**src/rtl/apu_pulse_regs.sv**
```systemverilog
// NES-style pulse register front end: byte writes in,
// duty and period transactions out through one-entry slots.
module apu_pulse_regs #(
  parameter bit          EMIT_ON_LOW = 1'b0,
  parameter logic [10:0] PERIOD_INIT = 11'h000
) (
  input  logic        clk,
  input  logic        reset,
  input  logic [1:0]  apu__reg_addr,
  input  logic [7:0]  apu__reg_data,
  input  logic        apu__reg_vld,
  output logic        apu__reg_rdy,
  output logic [1:0]  apu__duty_s,
  output logic        apu__duty_s_vld,
  input  logic        apu__duty_s_rdy,
  output logic [10:0] apu__period_s,
  output logic        apu__period_s_vld,
  input  logic        apu__period_s_rdy,
  output logic [10:0] period_shadow
);

  logic [1:0]  duty_q, duty_d;
  logic        duty_vld_q, duty_vld_d;
  logic [10:0] per_q, per_d;
  logic        per_vld_q, per_vld_d;
  logic [10:0] shadow_q, shadow_d;

  logic        wr_duty, wr_lo, wr_hi, emit_per;
  logic        can_duty, can_per, slot_ok, acc;
  logic        ld_duty, ld_per;
  logic [10:0] per_new;

  always_comb begin
    wr_duty  = (apu__reg_addr == 2'd0);
    wr_lo    = (apu__reg_addr == 2'd2);
    wr_hi    = (apu__reg_addr == 2'd3);
    emit_per = wr_hi | (EMIT_ON_LOW & wr_lo);

    // A draining slot can take a new value in the same cycle.
    can_duty = ~duty_vld_q | apu__duty_s_rdy;
    can_per  = ~per_vld_q | apu__period_s_rdy;

    slot_ok = 1'b1;
    unique case (1'b1)
      wr_duty:  slot_ok = can_duty;
      emit_per: slot_ok = can_per;
      default:  slot_ok = 1'b1;
    endcase

    apu__reg_rdy = reset & apu__reg_vld & slot_ok;
    acc          = apu__reg_vld & apu__reg_rdy;

    shadow_d = shadow_q;
    if (acc && wr_lo) shadow_d[7:0]  = apu__reg_data;
    if (acc && wr_hi) shadow_d[10:8] = apu__reg_data[2:0];

    per_new = wr_hi ? {apu__reg_data[2:0], shadow_q[7:0]}
                    : {shadow_q[10:8], apu__reg_data};

    ld_duty = acc & wr_duty;
    ld_per  = acc & emit_per;

    duty_vld_d = ld_duty | (duty_vld_q & ~apu__duty_s_rdy);
    duty_d     = ld_duty ? apu__reg_data[7:6] : duty_q;
    per_vld_d  = ld_per | (per_vld_q & ~apu__period_s_rdy);
    per_d      = ld_per ? per_new : per_q;
  end

  always_ff @(posedge clk or negedge reset) begin
    if (!reset) begin
      duty_q     <= 2'd0;
      duty_vld_q <= 1'b0;
      per_q      <= 11'd0;
      per_vld_q  <= 1'b0;
      shadow_q   <= PERIOD_INIT;
    end else begin
      duty_q     <= duty_d;
      duty_vld_q <= duty_vld_d;
      per_q      <= per_d;
      per_vld_q  <= per_vld_d;
      shadow_q   <= shadow_d;
    end
  end

  assign apu__duty_s       = duty_q;
  assign apu__duty_s_vld   = duty_vld_q;
  assign apu__period_s     = per_q;
  assign apu__period_s_vld = per_vld_q;
  assign period_shadow     = shadow_q;

endmodule

```
**config.mk**
```make
export PLATFORM = sky130hd
export DESIGN_NAME = apu_pulse_regs
export DESIGN_NICKNAME = d
export VERILOG_FILES = /design/src/rtl/apu_pulse_regs.sv
export SDC_FILE = /design/constraint.sdc
export NUM_CORES = 1
export LEC_CHECK = 0
export ABC_AREA = 1
export CAP_MARGIN = 20
export CORE_AREA = 2 2 53 55
export CTS_CLUSTER_DIAMETER = 60
export DETAILED_ROUTE_END_ITERATION = 10
export DIE_AREA = 0 0 55 57
export PLACE_DENSITY = 0.86
export SLEW_MARGIN = 20
export SYNTH_ARGS = -nofsm -noshare
export SYNTH_HDL_FRONTEND = slang
export SYNTH_SLANG_ARGS = --single-unit
```
**constraint.sdc**
```tcl
create_clock -name clk -period 2.3 [get_ports clk]
set_input_delay 0.46 -clock clk [delete_from_list [all_inputs] [get_ports clk]]
set_output_delay 0.46 -clock clk [all_outputs]
set_load 0.02 [all_outputs]
```
==> impl_metrics.toml <==
[status]
status = "complete, no violations"

[logic_synthesis]
yosys_register_bits = 26
synth-seq-area-share_pct = 56.7
cell_variety_after_synth = 14
synth_top_cell_by_area = "dfrtp_1"
post_synth.cell_area_avg_um2 = 9.11
synthTopCellsByArea = "dfrtp_1 57%, nand2_1 18%, nand4_1 11%"
synthCells = 126
synth.cell_area_um2 = 1150
yosysTopAreaCellShare_pct = 56.7
postSynthNetCount = 144
yosys_warn_count = 0

[sta]
finalCritPeriodShare_pct = 94.3
maxSlewHeadroom_pct = 77.2
finalSetupViolCount = 0
finalHoldViolCount = 0
timing.fmax_mhz = 461
period_needed_ns = 2.17
clock-skew-final_ns = 0.0124
layout_setup_ws_ns = 0.130
worst_max_slew_pin_slew_ns = 0.341
final.setup.tns_ns = 0
report.final.slew_viol_count = 0
grt_setup_unrepaired = "no"
fin_worst_hold_slack_ns = 0.488

[grt]
grt_pass1_vias = 1032
grt_util_met2_pct = 32.1
number_of_antenna_violations_at_the_first_check_in_global_routing = 0
global_routing_usage_on_met3_pct = 3.40
total_routing_usage_gr_pct = 19.6
grt_start_max_net_pins = 28
grt.met1_usage_pct = 24.8
global_route_wire_length_before_repair_um = 4490
grt-ovfl-total = 0
global_route.peak_usage_layer = "met2"

[die]
initial_core_util_pct = 43.9
number_of_top_level_design_ports = 42
die_height_um = 57
die_area_um2 = 3140
die_x_um = 55
floorplan.rows = 19
core-area_um2 = 2620

[clocking]
postCtsHoldBufs = 0
clockRootBuffer = "clkbuf_4"
clk_transition_reported_paths_ns = 0.12
cts.repair.resized = 2
cts.path.max_buffers = 2
numCtsBuffers = 3
cts_tree = "yes"
cts_htree_levels = 1
cts_sinks = 26
post-cts-setup-buffers = 0
clk-insertion-delay-late_ns = 0.33

[setup_path]
worstSetupEndpointType = "output port"
crit-reg2reg-launch = "apu__period_s_vld"
r2r_end = "period_shadow[2]"
slack_of_the_worst_reg_to_reg_path_ns = 0.81
required_time_at_the_worst_slack_endpoint_ns = 1.84
critPathKind = "input port to output port"
crit_path_start_kind = "input port"
worst_r2r_path_depth = 7
worst-path-max-fanout = 2
timing.critical_path.arrival_ns = 1.71

[power]
worst_ir_drop_vdd_uv = 521
cellLeakagePower_nw = 0.837
total_power_mw = 1.36
power-per-cell-area_nw_per_um2 = 841

[final_layout]
final_common_cell = "nand2_1"
fill_cells = 236
num-nets-final = 189
layout.area.seq_um2 = 651
final_area_um2 = 1620
syn_to_final_growth_pct = 40.8
finished_layout_cells = 200
area_used_by_multi_input_combinational_logic_um2 = 419
antenna_cells_inserted = 0
final_cell_mix = "55 x nand2_1, 40 x clkdlybuf4s50_1, 26 x dfrtp_1"
post-route-util_pct = 61.8
drive_above_1_share_pct = 7.69

[placed_design]
count_of_input_and_output_buffers = 41
post-place-ws_ns = -0.273
gp_congestion = 0.801
post_dp_cell_area_um2 = 1600
place_inst = 197
dp.final_hpwl_um = 2010

[route]
drc = 0
vias = 1039
detail_route.iter0.violations = 21
drt-total-wl_um = 2670
via_per_inst = 5.20
firstDrtPassIters = 4
final_antenna_net_count = 0
wire_per_inst_um = 13.3

[hold_path]
worstHoldStart = "apu__period_s[0]"
hold_path_depth = 2
timing.hold.worst.class = "register to register"
timing.hold.worst_endpoint = "apu__period_s[0]"

[job]
max_cap_viol_count = 0
-- worst max-delay path by stage --
stage	from	end	slack (ns)
2_1_floorplan	apu__reg_addr[0]	apu__reg_rdy	0.52
3_3_place_gp	apu__reg_addr[1]	apu__reg_rdy	-0.25
3_5_place_dp	apu__reg_addr[1]	apu__reg_rdy	-0.27
4_1_cts	apu__reg_addr[0]	apu__reg_rdy	0.003
5_1_grt	apu__reg_addr[0]	apu__reg_rdy	0.07
6_report	apu__reg_addr[0]	apu__reg_rdy	0.13
-- flip-flops by register name, summed over array words and instances, names as in the netlist --
register	count
apu__period_s	11
apu__duty_s	2
apu__duty_s_vld	1
apu__period_s_vld	1
period_shadow	11
-- where the power goes --
part           leakage, nW  internal, mW  total [mW]  switching, mW
Clock               0.0138        0.0615       0.193          0.131
Sequential           0.334         0.562       0.632         0.0696
Combinational        0.489         0.253       0.533          0.280
-- Yosys cell counts, drive strengths merged --
cell    count
inv         9
nand2      55
nand3       4
dfrtp      26
ha          3
a31oi       1
buf         5
nand4      21
clkbuf      2
-- per-layer routing --
layer | up-vias | wire length (um)
met3 | 7 | 174
met4 | 0 | 61
met1 | 491 | 1050
met5 | - | 0
li1 | 504 | -
met2 | 37 | 1380
-- kinds of logic after synthesis --
family | synth area share [%]
AND/OR/NAND/NOR | 32.7
AO/OA/AOI/OAI | 0.546
flip-flops | 56.7
buffers and inverters | 6.76
adder cells (fa/ha/maj) | 3.27
-- area by class of cell --
| cell class | instances | area share (%) |
|---|---|---|
| repair buffers | 47 | 27.9 |
| clock buffers | 3 | 1.39 |
| well taps | 31 | 2.40 |
| multi-input cells | 84 | 25.9 |
| flip-flops and latches | 26 | 40.3 |
| inverters | 9 | 2.09 |
-- critical path, stage by stage --
cell and delay [ns]:
clkdlybuf4s50_1 0.48, inv_1 0.07, ha_1 0.29, inv_1 0.07, nand3_2 0.08, nand2_1 0.07, inv_1 0.04, clkbuf_2 0.14
Note: power is estimated with default switching activity, not from simulation.
